$ cat src/rtl/logic_gate_bist_ctrl_if.sv
`default_nettype none
// ----------------------------------------------------------------------------
// Module      : logic_gate_bist_ctrl_if
// Description : Bundle between the gate-unit BIST sequencer and its
//               surroundings (run control, gate unit stimulus/response, status).
// Revision    : 1.0  initial release
// ----------------------------------------------------------------------------
interface logic_gate_bist_ctrl_if;
  logic       start;
  logic [6:0] gate_res;
  logic       a_out;
  logic       b_out;
  logic [1:0] vec_idx;
  logic       busy;
  logic       done;
  logic       pass;
  logic [6:0] fail_mask;
  logic [2:0] fail_count;

  // master: the sequencer itself
  modport master (
    input  start, gate_res,
    output a_out, b_out, vec_idx, busy, done, pass, fail_mask, fail_count
  );

  // slave: control logic and gate unit around the sequencer
  modport slave (
    output start, gate_res,
    input  a_out, b_out, vec_idx, busy, done, pass, fail_mask, fail_count
  );
endinterface
`default_nettype wire

$ cat src/rtl/logic_gate_bist_ctrl.sv
`default_nettype none
// ----------------------------------------------------------------------------
// Module      : logic_gate_bist_ctrl
// Description : Walks vectors 00,01,10,11 through the shared logic-gate unit
//               and checks all seven results against the golden truth table.
// Revision    : 1.0  initial release
// ----------------------------------------------------------------------------
module logic_gate_bist_ctrl #(
  parameter int HOLD_CYCLES = 10
) (
  input  logic                          clk,
  input  logic                          rst,
  logic_gate_bist_ctrl_if.master        bus
);

  localparam int                CNT_W    = $clog2(HOLD_CYCLES + 1);
  localparam logic [CNT_W-1:0]  C_RELOAD = CNT_W'(HOLD_CYCLES - 1);

  localparam logic [1:0] S_IDLE  = 2'd0;
  localparam logic [1:0] S_APPLY = 2'd1;
  localparam logic [1:0] S_DONE  = 2'd2;

  logic [1:0]       state_q, state_d;
  logic [CNT_W-1:0] cnt_q,   cnt_d;
  logic [1:0]       vec_q,   vec_d;
  logic [6:0]       mask_q,  mask_d;
  logic [2:0]       count_q, count_d;
  logic             pass_q,  pass_d;
  logic [6:0]       exp_res;
  logic [6:0]       mism;
  logic             a_cur, b_cur;

  assign a_cur = vec_q[1];
  assign b_cur = vec_q[0];

  // Golden truth table for the currently driven (registered) vector
  assign exp_res = {~(a_cur ^ b_cur), a_cur ^ b_cur, ~(a_cur | b_cur),
                    ~(a_cur & b_cur), ~a_cur, a_cur | b_cur, a_cur & b_cur};
  assign mism    = bus.gate_res ^ exp_res;

  always_comb begin
    state_d = state_q;
    cnt_d   = cnt_q;
    vec_d   = vec_q;
    mask_d  = mask_q;
    count_d = count_q;
    pass_d  = pass_q;
    case (state_q)
      S_IDLE: begin
        if (bus.start) begin
          state_d = S_APPLY;
          vec_d   = 2'd0;
          cnt_d   = C_RELOAD;
          mask_d  = 7'd0;
          count_d = 3'd0;
          pass_d  = 1'b0;
        end
      end
      S_APPLY: begin
        if (cnt_q != '0) begin
          cnt_d = cnt_q - CNT_W'(1);
        end else begin
          // Last hold cycle: gate_res is only trusted here
          mask_d  = mask_q | mism;
          count_d = count_q + {2'b00, |mism};
          if (vec_q == 2'd3) begin
            state_d = S_DONE;
            pass_d  = ((mask_q | mism) == 7'd0);
          end else begin
            vec_d = vec_q + 2'd1;
            cnt_d = C_RELOAD;
          end
        end
      end
      S_DONE: begin
        state_d = S_IDLE;
      end
      default: begin
        state_d = S_IDLE;
      end
    endcase
  end

  always_ff @(posedge clk) begin
    if (rst) begin
      state_q <= S_IDLE;
      cnt_q   <= '0;
      vec_q   <= 2'd0;
      mask_q  <= 7'd0;
      count_q <= 3'd0;
      pass_q  <= 1'b0;
    end else begin
      state_q <= state_d;
      cnt_q   <= cnt_d;
      vec_q   <= vec_d;
      mask_q  <= mask_d;
      count_q <= count_d;
      pass_q  <= pass_d;
    end
  end

  assign bus.a_out      = a_cur;
  assign bus.b_out      = b_cur;
  assign bus.vec_idx    = vec_q;
  assign bus.busy       = (state_q == S_APPLY);
  assign bus.done       = (state_q == S_DONE);
  assign bus.pass       = pass_q;
  assign bus.fail_mask  = mask_q;
  assign bus.fail_count = count_q;

endmodule
`default_nettype wire
$ cat src/flat_wrapper.sv
// flat-port wrapper written by rule: the top's interface ports become plain ports
module logic_gate_bist_ctrl_flat 
#(
  parameter int HOLD_CYCLES = 10
)
  (clk, rst, bus_start, bus_gate_res, bus_a_out, bus_b_out, bus_vec_idx, bus_busy, bus_done, bus_pass, bus_fail_mask, bus_fail_count);
  logic_gate_bist_ctrl_if bus_i ();
  input  logic clk;
  input  logic rst;
  input wire logic [$bits(bus_i.start)-1:0] bus_start;
  input wire logic [$bits(bus_i.gate_res)-1:0] bus_gate_res;
  output wire logic [$bits(bus_i.a_out)-1:0] bus_a_out;
  output wire logic [$bits(bus_i.b_out)-1:0] bus_b_out;
  output wire logic [$bits(bus_i.vec_idx)-1:0] bus_vec_idx;
  output wire logic [$bits(bus_i.busy)-1:0] bus_busy;
  output wire logic [$bits(bus_i.done)-1:0] bus_done;
  output wire logic [$bits(bus_i.pass)-1:0] bus_pass;
  output wire logic [$bits(bus_i.fail_mask)-1:0] bus_fail_mask;
  output wire logic [$bits(bus_i.fail_count)-1:0] bus_fail_count;
  assign bus_i.start = bus_start;
  assign bus_i.gate_res = bus_gate_res;
  assign bus_a_out = bus_i.a_out;
  assign bus_b_out = bus_i.b_out;
  assign bus_vec_idx = bus_i.vec_idx;
  assign bus_busy = bus_i.busy;
  assign bus_done = bus_i.done;
  assign bus_pass = bus_i.pass;
  assign bus_fail_mask = bus_i.fail_mask;
  assign bus_fail_count = bus_i.fail_count;
  logic_gate_bist_ctrl #(.HOLD_CYCLES(HOLD_CYCLES)) u_core (.clk(clk), .rst(rst), .bus(bus_i));
endmodule
$ cat config.mk
export PLATFORM = sky130hd
export DESIGN_NAME = logic_gate_bist_ctrl_flat
export DESIGN_NICKNAME = d
export VERILOG_FILES = /design/src/rtl/logic_gate_bist_ctrl_if.sv /design/src/rtl/logic_gate_bist_ctrl.sv /design/src/flat_wrapper.sv
export SDC_FILE = /design/constraint.sdc
export NUM_CORES = 1
export LEC_CHECK = 0
export ABC_AREA = 1
export BUFFER_PORTS_ARGS = -buffer_cell sky130_fd_sc_hd__buf_2
export CAP_MARGIN = 20
export CORE_MARGIN = 2
export CORE_UTILIZATION = 50
export CTS_CLUSTER_DIAMETER = 80
export DETAILED_ROUTE_END_ITERATION = 12
export PLACE_DENSITY = 0.75
export SYNTH_ARGS = -nofsm -noshare
export SYNTH_HDL_FRONTEND = slang
export SYNTH_SLANG_ARGS = --single-unit
export TNS_END_PERCENT = 5
$ cat constraint.sdc
create_clock -name clk -period 4.2 [get_ports clk]
set_clock_uncertainty 0.2 [all_clocks]
set_input_delay 0.84 -clock clk [delete_from_list [all_inputs] [get_ports clk]]
set_output_delay 0.84 -clock clk [all_outputs]
set_load 0.01 [all_outputs]
==> impl_metrics.env <==
export IMPL_status="complete, no violations"
export IMPL_ios=27
export IMPL_ys_top_cells_by_area="dfxtp_1, nand2_1, inv_1"
export IMPL_timing_critical_path_buf_inv=2
export IMPL_cts_max_path_buffers=2
export IMPL_io_buffer_count=26
export IMPL_ys_seq_elements=19
export IMPL_synth_top_family_by_area="simple AND/OR/NAND/NOR gates"
export IMPL_syn_area_um2=1150
export IMPL_crit_top_cell="nand2_1"
export IMPL_synth_xor_area_share_pct=2.29
export IMPL_ctsResizeCount=0
export IMPL_dp_hpwl_um=1800
export IMPL_gp_congestion=0.807
export IMPL_finalCritPeriodShare_pct=56.1
export IMPL_avgRoutedWirePerCell_um=10.5
export IMPL_crit_path_max_incr_delay_ns=0.41
export IMPL_setup_viol=0
export IMPL_initial_utilization_pct=52.4
export IMPL_num_rows=17
export IMPL_drt_pass1_iter_count=4
export IMPL_clkTransAtPathRegs_ns=0.11
export IMPL_via_per_inst=4.89
export IMPL_post_cts_setup_buffer_count=0
export IMPL_cp_data_arrival_time_ns=2.41
export IMPL_worst_r2r_setup_slack_ns=1.84
export IMPL_rsz0062_at_grt="false"
export IMPL_numCtsBuffers=3
export IMPL_n_fill_cell=219
export IMPL_cp_end_kind="flip-flop"
export IMPL_synthAdderAreaFrac_pct=6.54
export IMPL_finalSetupTns_ns=0
export IMPL_ant_nets=0
export IMPL_ys_seq_area_share_pct=33.2
export IMPL_core_um2=2190
export IMPL_dp_slack_ns=1.79
export IMPL_peakVddDrop_mv=0.268
export IMPL_grt_pass1_wl_um=3850
export IMPL_final_min_clock_period_ns=2.36
export IMPL_worstReg2RegEnd="u_core.bus.fail_count[2]"
export IMPL_path_cells="inv_1 -> ha_1 -> inv_1 -> nand2_1 -> nand2_1 -> nand2_1 -> nor2_1 -> nand2_1 -> ha_1 -> ha_1 -> xor2_1 -> nand3_2 -> a21oi_2"
export IMPL_first_global_vias=961
export IMPL_die_area_um2=2690
export IMPL_maxSlewHeadroom_pct=76.7
export IMPL_n_antenna_cell=0
export IMPL_cp_required_ns=4.25
export IMPL_syn_num_nets=176
export IMPL_synth_distinct_cells=24
export IMPL_grt_overflow=0
export IMPL_wl_um=2230
export IMPL_critPathLaunch="u_core.bus.vec_idx[1]"
export IMPL_grt_usage_pct=19.3
export IMPL_syn_inst=160
export IMPL_worst_hold_startpoint="u_core.bus.fail_mask[2]"
export IMPL_ys_warn_count=0
export IMPL_min_path_cells=2
export IMPL_tightest_slew_ns=0.349
export IMPL_yosys_area_share_simple_pct=33.9
export IMPL_setup_slack_ns=1.84
export IMPL_power_density_nw_per_um2=340
export IMPL_fp_dieH_um=51.9
export IMPL_clkLatencyLatePin_ns=0.31
export IMPL_synth_edff_count=0
export IMPL_cts_tree="built"
export IMPL_drv_cap=0
export IMPL_critPathMaxFanout=5
export IMPL_cp_slowest_cell="dfxtp_1"
export IMPL_ctsHtreeMaxLevel=1
export IMPL_area_growth_pct=12.3
export IMPL_holdBufCountCts=0
export IMPL_multiInputGateArea_um2=602
export IMPL_antenna_found_initial=0
export IMPL_cts_sinks=19
export IMPL_fmax_mhz=425
export IMPL_hold_class="reg -> reg"
export IMPL_synth_top_area_share_pct=33.2
export IMPL_register_area_um2=380
export IMPL_slew_violations=0
export IMPL_startpoint_type="flip-flop"
export IMPL_drtIter0Drc=12
export IMPL_hold_viol=0
export IMPL_synth_mux_area_share_pct=0
export IMPL_synth_top_area_cell="dfxtp_1"
export IMPL_async_flop_share_pct=0
export IMPL_reg2reg_from="u_core.bus.vec_idx[1]"
export IMPL_yosys_top_cells_count="nand2_1, inv_1, dfxtp_1"
export IMPL_path_class="reg -> reg"
export IMPL_worst_r2r_cell_count=13
export IMPL_dieWidth_um=51.9
export IMPL_drc=0
export IMPL_ys_flop_type="dfxtp_1"
export IMPL_post_synth_top_count_cell="nand2_1"
export IMPL_p_leak_nw=0.678
export IMPL_synth_compound_area_share_pct=9.71
export IMPL_nNetsFinal=202
export IMPL_holdPathEnd="u_core.bus.fail_mask[2]"
export IMPL_critPathTopFamily="adder cells"
export IMPL_place_inst=209
export IMPL_grt_max_degree=12
export IMPL_root_buffer="clkbuf_4"
export IMPL_fin_cells=213
export IMPL_synth_avg_cell_area_um2=7.17
export IMPL_vias=1041
export IMPL_drive_gt1_share_pct=28.1
tightest hold or removal path, delay by kind of cell, from the launching register on:
| kind | cells | cell delay [ns] |
|---|---|---|
| flops | 1 | 0.34 |
| buf+inv | 1 | 0.05 |
| compound gates | 1 | 0.05 |
layout make-up:
cell class                 count  share of cell area (%)
inverter                      30                    8.83
multi-input combinational    106                    46.7
sequential                    19                    29.5
timing repair buffer          26                    10.1
clock inverter                 1                   0.388
clock buffer                   3                    1.75
tap                           28                    2.72
how the worst max path moves through the flow:
stage	to	slack, ns	cells after the start
4_1_cts	u_core.bus.fail_count[2]	1.83	13
6_report	u_core.bus.fail_count[2]	1.84	13
2_1_floorplan	u_core.bus.fail_count[2]	2.03	13
3_3_place_gp	u_core.bus.fail_count[2]	1.84	12
5_1_grt	u_core.bus.fail_count[2]	1.67	13
3_5_place_dp	u_core.bus.fail_count[2]	1.79	12
sequential cells by signal, summed over array words and instances (netlist names):
name                   count
u_core.bus.vec_idx         2
u_core.state_q             2
u_core.bus.fail_mask       7
u_core.cnt_q               4
u_core.bus.fail_count      3
u_core.bus.pass            1
report_power, final:
group | leakage (nW) | switching, mW | total [mW] | internal [mW]
Clock | 0.0177 | 0.0611 | 0.0968 | 0.0357
Sequential | 0.156 | 0.0115 | 0.207 | 0.195
Combinational | 0.505 | 0.0855 | 0.135 | 0.0496
Total | 0.678 | 0.158 | 0.439 | 0.281
logic make-up (layout without fill, tap and decap cells):
kind of cell	after synthesis	after routing
xor gates and xnor gates	3	3
AOI/OAI and AO/OA	20	20
and+or+nand+nor	77	77
buffers and inverters	35	60
adders and majority gates	6	6
DFF	19	19
cells in the final DEF (no fill, tap or decap):
master and n:
nor2_4 1, ha_1 6, a21oi_1 13, inv_1 25, xor2_1 3, or2_0 1, inv_2 4, nor3_1 1
nand3_1 8, nand2_1 40, nor2_1 12, nand2_4 2, dfxtp_1 19, nor2_2 1, nand2_2 1, buf_2 26
clkinv_2 2, nand3_2 9, nand4_1 1, clkbuf_4 3, o21ai_0 4, a21oi_2 3
metal layers:
| layer | GRT usage (%) | vias up | part of all wire, % |
|---|---|---|---|
| met3 | 3.45 | 5 | 3.2 |
| met4 | 10.5 | 0 | 2.0 |
| met1 | 20.8 | 475 | 42 |
| met2 | 35.2 | 17 | 53 |
| li1 | - | 544 | - |
| met5 | 0 | - | 0 |
through the flow:
step	utilization [%]	area (um^2)	power, mW	hold WS, ns
final	58.8	1290	0.439	0.276
after global routing	58.8	1290	0.467	0.293
after CTS	58.8	1290	0.442	0.274
after detailed placement	57.6	1260	0.347	0.258
after global placement	57.6	1260	0.342	0.251
after floorplan	-	1150	0.319	0.252
(Power assumes the default switching activity.)
